<file path="src/rtl/quant_mac_cell.sv">
// Quantized multiply-accumulate cell for a chained dot-product array with a shared result bus.
// Build with QMAC_SATURATE_EN defined to clamp results; otherwise results wrap to RESULT_WIDTH bits.
module quant_mac_cell #(
  parameter int DATA_WIDTH    = 8,
  parameter int RESULT_WIDTH  = 16,
  parameter int ACC_WIDTH     = 24,
  parameter int WEIGHT_AMOUNT = 4,
  parameter int INDEX_WIDTH   = 10,
  parameter int INPUT_OFFSET  = 0,
  parameter int WEIGHT_OFFSET = 0
) (
  input  logic                    clk,
  input  logic                    rst,
  input  logic [INDEX_WIDTH-1:0]  input_index,
  input  logic [DATA_WIDTH-1:0]   input_value,
  input  logic                    input_enable,
  input  logic [RESULT_WIDTH:0]   input_result,
  output logic [INDEX_WIDTH-1:0]  output_index,
  output logic [DATA_WIDTH-1:0]   output_value,
  output logic                    output_enable,
  output logic [RESULT_WIDTH:0]   output_result,
  input  logic                    weight_load_en,
  input  logic [INDEX_WIDTH-1:0]  weight_load_addr,
  input  logic [DATA_WIDTH-1:0]   weight_load_data,
  output logic                    overflow_err,
  output logic                    busy
);

  localparam int PROD_WIDTH = 2 * DATA_WIDTH + 2;
  localparam logic [INDEX_WIDTH-1:0] LAST_IDX = INDEX_WIDTH'(WEIGHT_AMOUNT - 1);
  localparam logic signed [DATA_WIDTH:0] IN_OFF = (DATA_WIDTH + 1)'(INPUT_OFFSET);
  localparam logic signed [DATA_WIDTH:0] W_OFF  = (DATA_WIDTH + 1)'(WEIGHT_OFFSET);

  logic [DATA_WIDTH-1:0]         weights [WEIGHT_AMOUNT];
  logic [DATA_WIDTH-1:0]         w_sel;
  logic signed [DATA_WIDTH:0]    a_op;
  logic signed [DATA_WIDTH:0]    w_op;
  logic signed [PROD_WIDTH-1:0]  prod;
  logic signed [ACC_WIDTH-1:0]   prod_ext;
  logic signed [ACC_WIDTH-1:0]   acc;
  logic signed [ACC_WIDTH-1:0]   acc_base;
  logic signed [ACC_WIDTH-1:0]   acc_sum;
  logic                          in_range;
  logic                          is_first;
  logic                          is_last;
  logic                          local_done;
  logic                          up_valid;
  logic [RESULT_WIDTH-1:0]       local_res;
  logic [RESULT_WIDTH-1:0]       pending;

  // Weight is read from the current registers, so a same-cycle load only affects later vectors.
  always_comb begin
    w_sel = '0;
    for (int i = 0; i < WEIGHT_AMOUNT; i++) begin
      if (input_index == INDEX_WIDTH'(i)) w_sel = weights[i];
    end
  end

  always_comb begin
    a_op       = $signed({1'b0, input_value}) - IN_OFF;
    w_op       = $signed({1'b0, w_sel}) - W_OFF;
    prod       = PROD_WIDTH'(a_op) * PROD_WIDTH'(w_op);
    prod_ext   = ACC_WIDTH'(prod);
    in_range   = input_index <= LAST_IDX;
    is_first   = input_index == '0;
    is_last    = input_index == LAST_IDX;
    acc_base   = is_first ? '0 : acc;
    acc_sum    = acc_base + prod_ext;
    local_done = input_enable && is_last;
    up_valid   = input_result[RESULT_WIDTH];
  end

`ifdef QMAC_SATURATE_EN
  logic [ACC_WIDTH-RESULT_WIDTH:0] upper;
  logic                            fits;

  // The value fits when every bit above the result sign bit matches it.
  always_comb begin
    upper = acc_sum[ACC_WIDTH-1:RESULT_WIDTH-1];
    fits  = (&upper) | (~|upper);
    if (fits)
      local_res = acc_sum[RESULT_WIDTH-1:0];
    else if (acc_sum[ACC_WIDTH-1])
      local_res = {1'b1, {(RESULT_WIDTH-1){1'b0}}};
    else
      local_res = {1'b0, {(RESULT_WIDTH-1){1'b1}}};
  end
`else
  always_comb begin
    local_res = acc_sum[RESULT_WIDTH-1:0];
  end
`endif

  always_ff @(posedge clk or posedge rst) begin
    if (rst) begin
      for (int i = 0; i < WEIGHT_AMOUNT; i++) weights[i] <= '0;
    end else if (weight_load_en) begin
      for (int i = 0; i < WEIGHT_AMOUNT; i++) begin
        if (weight_load_addr == INDEX_WIDTH'(i)) weights[i] <= weight_load_data;
      end
    end
  end

  always_ff @(posedge clk or posedge rst) begin
    if (rst) begin
      acc <= '0;
    end else if (input_enable && in_range) begin
      acc <= is_last ? '0 : acc_sum;
    end
  end

  always_ff @(posedge clk or posedge rst) begin
    if (rst) begin
      output_index  <= '0;
      output_value  <= '0;
      output_enable <= 1'b0;
    end else begin
      output_index  <= input_enable ? input_index : '0;
      output_value  <= input_enable ? input_value : '0;
      output_enable <= input_enable;
    end
  end

  // Upstream wins the bus; a local result waits in the single pending slot or is dropped.
  always_ff @(posedge clk or posedge rst) begin
    if (rst) begin
      output_result <= '0;
      pending       <= '0;
      busy          <= 1'b0;
      overflow_err  <= 1'b0;
    end else if (up_valid) begin
      output_result <= input_result;
      if (local_done) begin
        if (busy) begin
          overflow_err <= 1'b1;
        end else begin
          pending <= local_res;
          busy    <= 1'b1;
        end
      end
    end else if (busy) begin
      output_result <= {1'b1, pending};
      if (local_done) begin
        pending <= local_res;
      end else begin
        busy <= 1'b0;
      end
    end else if (local_done) begin
      output_result <= {1'b1, local_res};
    end else begin
      output_result <= '0;
    end
  end

endmodule

</file>
<file path="config.mk">
export PLATFORM = sky130hd
export DESIGN_NAME = quant_mac_cell
export DESIGN_NICKNAME = d
export VERILOG_FILES = /design/src/rtl/quant_mac_cell.sv
export SDC_FILE = /design/constraint.sdc
export NUM_CORES = 1
export LEC_CHECK = 0
export BUFFER_PORTS_ARGS = -buffer_cell sky130_fd_sc_hd__clkbuf_2
export CAP_MARGIN = 10
export CORE_MARGIN = 10
export CORE_UTILIZATION = 50
export CTS_CLUSTER_SIZE = 14
export DETAILED_ROUTE_END_ITERATION = 12
export PLACE_DENSITY = 0.76
export SETUP_SLACK_MARGIN = 0.05
export SLEW_MARGIN = 30
export SYNTH_ARGS = -nofsm -noshare
export SYNTH_HDL_FRONTEND = slang
export SYNTH_SLANG_ARGS = --single-unit
</file>
<file path="constraint.sdc">
create_clock -name clk -period 11.6 [get_ports clk]
set_clock_uncertainty 0.2 [all_clocks]
set_input_delay 1.16 -clock clk [delete_from_list [all_inputs] [get_ports clk]]
set_output_delay 1.16 -clock clk [all_outputs]
set_load 0.05 [all_outputs]
</file>
# Word level (Yosys, flattened, before mapping)
# Cells that the tools add are included.
# classes
n_addsub	1
mul	1
n_div	0
n_lt_le_gt_ge	1
eq_ne	8
shifts	0
n_mux	20
bitwise_logic	0
n_reduce_logical	11
# op_table
operator	n
$mux W16	5
$mux W17	3
$mux W24	2
$eq A10 B2 Y1 const B	4
$mux W8	5
$add A24 B17 Y24	1
$eq A10 B1 Y1 const B	2
$logic_not A10 Y1	2
$mul A8 B8 Y16	1
$le A10 B2 Y1 const B	1
$mux W10	1
$reduce_and A2 Y1	4
$reduce_and A3 Y1	2
$mux W1	4
$logic_and A1 B1 Y1	2
$ne A2 B1 Y1 const B	1
$ne A2 B2 Y1 const B	1
$reduce_bool A2 Y1	1
# word_totals
register_bits	110
latch_bits	0
mem_bits_rw	0
romBits	0
in_bits	57
n_memories	0

# Longest topological paths before layout
# Gate-level depths: netlist of the first run.
# depth
depth_word	10
depth_mapped	31
ltp_nobuf	30

# Worst setup path before layout of the first run
# OpenSTA, ideal clock, no wires.
# synth_path
path_type	in2reg
from	in input_index[1]
to	reg acc[15]
setup_ns	0.092
t_arrival_ns	7.296
required_time_ns	11.308
path_slack_ns	4.012
stages	22
n_path_buf	1
path_cell_list	buf_6 -> nor3_2 -> a221oi_1 -> a211oi_1 -> and2_1 -> fa_1 -> fa_1 -> fa_1 -> inv_1 -> fa_1 -> inv_1 -> ha_1 -> or3_1 -> a2111oi_0 -> o31ai_1 -> a21oi_1 -> xnor2_1 -> ha_1 -> inv_1 -> o41ai_1 -> xnor2_1 -> o31ai_2
# synth_between
elab_chain_cells	8
# synth_rtl
item	line	source
start, declared	14	input logic [INDEX_WIDTH-1:0] input_index,
$logic_not A10 Y1	55, 65	
$mux W8 (4 in a row)	55	if (input_index == INDEX_WIDTH'(i)) w_sel = weights[i];
$mul A8 B8 Y16	62	prod = PROD_WIDTH'(a_op) * PROD_WIDTH'(w_op);
$add A24 B17 Y24	68	acc_sum = acc_base + prod_ext;
$mux W24	108	acc <= is_last ? '0 : acc_sum;
end signal, assigned	108	
end, declared	40	logic signed [ACC_WIDTH-1:0] acc;
# Parallel ways exist; a longest one is shown, timed or not.
# A chain may end at the register's enable or synchronous reset.

# Final worst setup path of the first run
# Same ends and word-level chain as after synthesis.

==> results of run 1 <==
## final cells by class
class / instances / share of cell area (%)
clock buffer: 10 / 2.986
clock inverter: 5 / 0.5472
inverter: 60 / 2.846
multi-input combinational: 524 / 52.92
sequential: 102 / 31.91
tap: 180 / 2.814
timing repair buffer: 95 / 5.972
## sequential cells by signal, summed over array words and instances, names as in the netlist
| register | flops |
|---|---|
| acc | 16 |
| busy | 1 |
| output_enable | 1 |
| output_index | 10 |
| output_result | 17 |
| output_value | 8 |
| overflow_err | 1 |
| pending | 16 |
| weights | 32 |
## cell usage in the layout (no fill, tap or decap), types with 2 or more instances in the layout
cell,count
a21oi_1,32
a22o_1,3
o41ai_1,2
o21ai_1,20
a21o_1,11
xor2_1,9
nor3_1,11
o21bai_1,3
clkinvlp_4,2
and3_1,3
or3_1,2
nor2_1,25
nand2_1,68
nand4_1,3
a22oi_1,9
nor3b_1,3
nor2b_1,2
clkbuf_16,9
mux2_2,37
and2_1,85
o21ai_0,30
ha_1,52
nand3_1,7
a221oi_1,6
dfrtp_1,101
o211ai_1,3
a211oi_1,8
clkbuf_2,94
inv_1,59
o31ai_1,6
fa_1,37
xnor2_1,15
a211oi_2,6
o21a_1,5
## path summary, 6_finish.rpt
check	start	to	slack, ns	cells after the start
min reg2reg	overflow_err$_DFFE_PP0P_	overflow_err$_DFFE_PP0P_	0.26	1
max	input_index[1]	acc[15]$_DFFE_PP0P_	3.07	22
max in group asynchronous	rst	weights[29]$_DFFE_PP0P_	9.45	3
min	overflow_err$_DFFE_PP0P_	overflow_err$_DFFE_PP0P_	0.26	1
min in group asynchronous	rst	output_result[1]$_DFF_PP0_	0.64	2
max reg2reg	weights[5]$_DFFE_PP0P_	acc[15]$_DFFE_PP0P_	4.46	23
## through the flow
stage	worst slack, ns	util [%]	total power, mW	hold slack [ns]	instance area (sq um)
final	3.068	57.65	0.7287	0.2583	8003
after detailed placement	2.787	55.57	0.4484	0.2475	7714
after global routing	2.409	57.65	0.7527	0.2953	8003
after CTS	3.129	57.61	0.7334	0.2643	7996
after floorplan	4.012	-	0.4195	0.2402	7103
after global placement	3.057	55.57	0.4473	0.2461	7714
## critical path, delay by kind of cell
| family | cells | cell delay (ns) |
|---|---|---|
| XOR/XNOR | 2 | 0.30 |
| AND/OR/NAND/NOR | 3 | 1.42 |
| buffers and inverters | 4 | 0.33 |
| adder cells (fa/ha/maj) | 6 | 2.52 |
| AO/OA/AOI/OAI | 7 | 2.85 |
## metal layers
metal	GRT usage, %	up-vias
li1	-	2593
met1	23.11	2644
met2	28.53	121
met3	2.603	23
met4	5.711	0
met5	0	-
## where the power goes
part | switching [mW] | internal [mW]
clock | 0.135 | 0.153
combinational | 0.0551 | 0.0192
sequential | 0.00286 | 0.364
total | 0.193 | 0.536
## logic make-up (layout without fill, tap and decap cells)
| kind of cell | after synthesis | count (layout) | synth area share, % |
|---|---|---|---|
| AO/OA/AOI/OAI | 155 | 155 | 14.80 |
| adder cells (fa/ha/maj) | 89 | 89 | 19.59 |
| flip-flops | 102 | 102 | 35.93 |
| AND/OR/NAND/NOR | 219 | 219 | 16.35 |
| XOR/XNOR | 24 | 24 | 2.959 |
| multiplexers | 37 | 37 | 5.866 |
| buffers and inverters | 80 | 170 | 4.509 |
==> metrics.txt, run 1 <==
EDFF count, synth 0; initial DRC count 425; Max Cap Violations 0; Initial Util 51.17%; post-synthesis register bit count 102; Final Max Slew Viols 0; dominant cell type by area after synthesis dfrtp_1; Total GRT Usage 17.44%; Clock Sinks 102; Final Hold Violating Endpoints 0; Reg clk slew, reported paths 0.07 ns; largest net degree at the start of global routing 59; most frequent cell after synthesis dfrtp_1; multi-input logic area 4235 sq um; number of setup buffers added after CTS 0; Synth top cells by count dfrtp_1, and2_1, nand2_1, inv_1, ha_1; fin crit share 73.55%; Final Setup Violations 0; Peak Freq 117.2 MHz; CP endpoint kind register; uppermost layer routed met4; Syn-to-layout area delta 12.67%; PwrDens 91.05 nW/um^2; DR vias 5381; die height 139.2 um; setup TNS 0 ns; CTS H-tree lvls 3; WL met2 7.933 mm; post-CTS sizing 0; CP Class in -> reg; asr flop ratio synth 100.0%; layout cells sized above 1 20.98%; CTS buffer count 9; grt total ovfl 0; worst vdd ir 0.09737 mV; Yosys warning count 0; wire length per cell 16.86 um; Filler cells 1238; post-detail-place hpwl 12.85 mm; diode count 0; share of Yosys cell area claimed by the top area cell type 35.93%; hold-fix buffers at CTS 0; CP most frequent cell fa_1; worst slew pin tran 0.8974 ns; Port Buffers 94; normalized max-slew margin 39.91%; CP max FO 15; status finished, final reports clean; CP required 11.64 ns; syn avg cell area 10.06 sq um; slowest cell on the critical path nor3b_2; Max clock buf depth 2; GP Congestion 0.8693; post-route ant nets 0; clk_lat worst skew 0.35 ns; dpl cells 961; Rows 43; Most used DFF post-synth dfrtp_1; Netlist cell types 56; Period minus WS final 8.532 ns; P_leak 4.098 nW; Placeable Area 13880 sq um; startpoint types input port; die width 139.2 um; DRT met1 WL 7.603 mm; fin nets 938; total area of sequential cells 2554 sq um; register area share after synthesis 35.93%; WL met3 624 um; I/O pin count 95; drt drc 0; CTS tree built; synth top area cells dfrtp_1, fa_1, ha_1; vias in the first global route 5607; CP cell instances clkbuf_2 > nor3b_2 > a22oi_1 > a211oi_1 > and2_1 > fa_1 > fa_1 > fa_1 > inv_1 > fa_1 > inv_1 > ha_1 > or3_1 > a2111oi_0 > o31ai_1 > a21oi_1 > xnor2_1 > ha_1 > inv_1 > o41ai_1 > xnor2_1 > o31ai_2; RSZ-0062 raised after global routing no; DRT Wirelength 16.46 mm; Synth Instances 706; final std cells w/o fill 976; initial antenna violation count 0; Critical Path AT 8.58 ns; root buffer cell clkbuf_16; Synth Net Count 852; Via density 5.513; full die area 19370 sq um; Pre-antenna DRT Iters 5; critical path's largest stage delay 0.76 ns; post-synthesis instance area 7103 sq um; first-pass GRT wire length 28.12 mm; min-delay worst type reg -> reg
(Power assumes the default switching activity.)
==> run 2, diff against run 1 <==
- PLACE_DENSITY: 0.76 -> 0.78
- clock period: 11.6 -> 7.51 ns (I/O delays scaled with it)
==> metrics.txt, run 2 (synthesis gave the netlist of run 1 again) <==
setup slack after layout 0.4720 ns (-2.596 ns); hold-fix buffers at CTS 0 (unchanged); GP Congestion 0.9164 (+5.4%); status finished, final reports clean; CP required 7.55 ns (-4.09 ns); number of buffers and inverters on the critical path 6 (+2); Int Power 882.0 uW (+65%); most frequent cells in the layout dfrtp_1, clkbuf_2, and2_1; post-route ant nets 0 (unchanged); Total GRT Usage 17.11% (-0.33 points); post-place setup slack -0.08477 ns (-2.872 ns); Final Setup Violations 0 (unchanged); Critical Path AT 7.08 ns (-1.50 ns); DRT Wirelength 16.55 mm (+0.57%); RSZ-0062 raised after global routing no; fin crit share 93.72%; Top reg by flops weights; Filler cells 1174 (-5.2%); critical path's largest stage delay 0.54 ns (-0.22 ns); CTS tree built; vias in the first global route 5642 (+0.62%); P_leak 4.214 nW (+2.8%); Max clock buf depth 2 (unchanged); NetSw 294.6 uW (+53%); PwrDens 143.5 nW/um^2 (+58%); grt total ovfl 0 (unchanged); worst slew pin tran 0.8726 ns (-0.02483 ns); Via density 5.464 (-0.89%); Reg clk slew, reported paths 0.07 ns (about the same); power share of the clock group 41.8% (+2.3 points); final core occ 59.07% (+1.4 points); Peak Freq 142.1 MHz; initial DRC count 366 (-14%); switching share of power 25.04% (-1.5 points); Syn-to-layout area delta 15.43%; first-pass GRT wire length 27.88 mm (-0.88%); Clock Sinks 102 (unchanged); drt drc 0 (unchanged); worst vdd ir 0.1576 mV (+62%); initial antenna violation count 0 (unchanged); clk_lat worst skew 0.35 ns (about the same); diode count 0 (unchanged); multi-input logic area 4264 sq um (+0.68%); CP most frequent cell fa_1; die width 139.2 um (unchanged); power share of the sequential group 48.1% (-2.2 points); fin nets 954 (+1.7%); CTS buffer count 9 (unchanged); layout cells sized above 1 23.00% (+2.0 points); number of setup buffers added after CTS 0 (unchanged); CP top delay family adder cells; Largest register FFs 32 (unchanged); I/O pin count 95 (unchanged); full die area 19370 sq um (unchanged); Port Buffers 94 (unchanged); Final Hold Violating Endpoints 0 (unchanged); CTS H-tree lvls 3 (unchanged); post-CTS sizing 0 (unchanged); DR vias 5426 (+0.84%); largest net degree at the start of global routing 55 (-6.8%); Period minus WS final 7.038 ns; die height 139.2 um (unchanged); Final Max Slew Viols 0 (unchanged); Pre-antenna DRT Iters 5 (unchanged); startpoint types input port; commonest non-fill, non-tap cell in the layout dfrtp_1; Rows 43 (unchanged); total area of sequential cells 2554 sq um (unchanged); normalized max-slew margin 41.67% (+1.8 points); CP max FO 15 (unchanged); CP Class in -> reg; Initial Util 51.17% (unchanged); CP endpoint kind register; Logic pwr share 10.0% (-0.2 points); Max Cap Violations 0 (unchanged); wire length per cell 16.67 um (-1.2%); biggest regs weights (32), output_result (17); post-detail-place hpwl 12.81 mm (-0.27%); slowest cell on the critical path fa_1; min-delay worst type in -> async; root buffer cell clkbuf_16; Placeable Area 13880 sq um (unchanged)
## run 2: final cells by class
type	count	share of cell area, %
sequential	102	31.15
clock buffer	13	3.296
timing repair buffer	111	7.447
clock inverter	3	0.5799
multi-input combinational	524	52.01
inverter	60	2.777
tap	180	2.747
## run 2: path summary, 6_finish.rpt
| kind | cells after the start | from | slack (ns) | end |
|---|---|---|---|---|
| max | 26 | input_index[1] | 0.47 | acc[15]$_DFFE_PP0P_ |
| min | 2 | rst | 0.26 | output_result[1]$_DFF_PP0_ |
| max reg2reg | 26 | weights[13]$_DFFE_PP0P_ | 0.92 | acc[15]$_DFFE_PP0P_ |
| min reg2reg | 1 | overflow_err$_DFFE_PP0P_ | 0.26 | overflow_err$_DFFE_PP0P_ |
| max in group asynchronous | 3 | rst | 5.78 | output_value[6]$_DFF_PP0_ |
| min in group clk | 1 | overflow_err$_DFFE_PP0P_ | 0.26 | overflow_err$_DFFE_PP0P_ |
## run 2: power by group through the flow
stage	logic, mW	registers [mW]	clock network [mW]
detailed placement	0.118	0.577	0
finish	0.118	0.566	0.492
CTS	0.119	0.566	0.497
global route	0.128	0.567	0.518
global placement	0.117	0.576	0
floorplan	0.0354	0.613	0
## run 2: layer usage
metal,wire [um],global-route usage [%]
met4,342,5.217
met2,7842,28.68
met1,7592,22.08
met5,0,0
met3,774,2.774
## run 2: through the flow
stage	instance area (sq um)	hold WS (ns)	power (mW)	TNS, ns	instances
after CTS	8164	0.2645	1.182	0	993
after global placement	7846	0.2424	0.6934	-0.05915	977
after floorplan	7103	0.2402	0.6480	0	706
after global routing	8199	0.2796	1.213	0	993
final	8199	0.2578	1.177	0	993
after detailed placement	7846	0.2491	0.6949	-0.2994	977
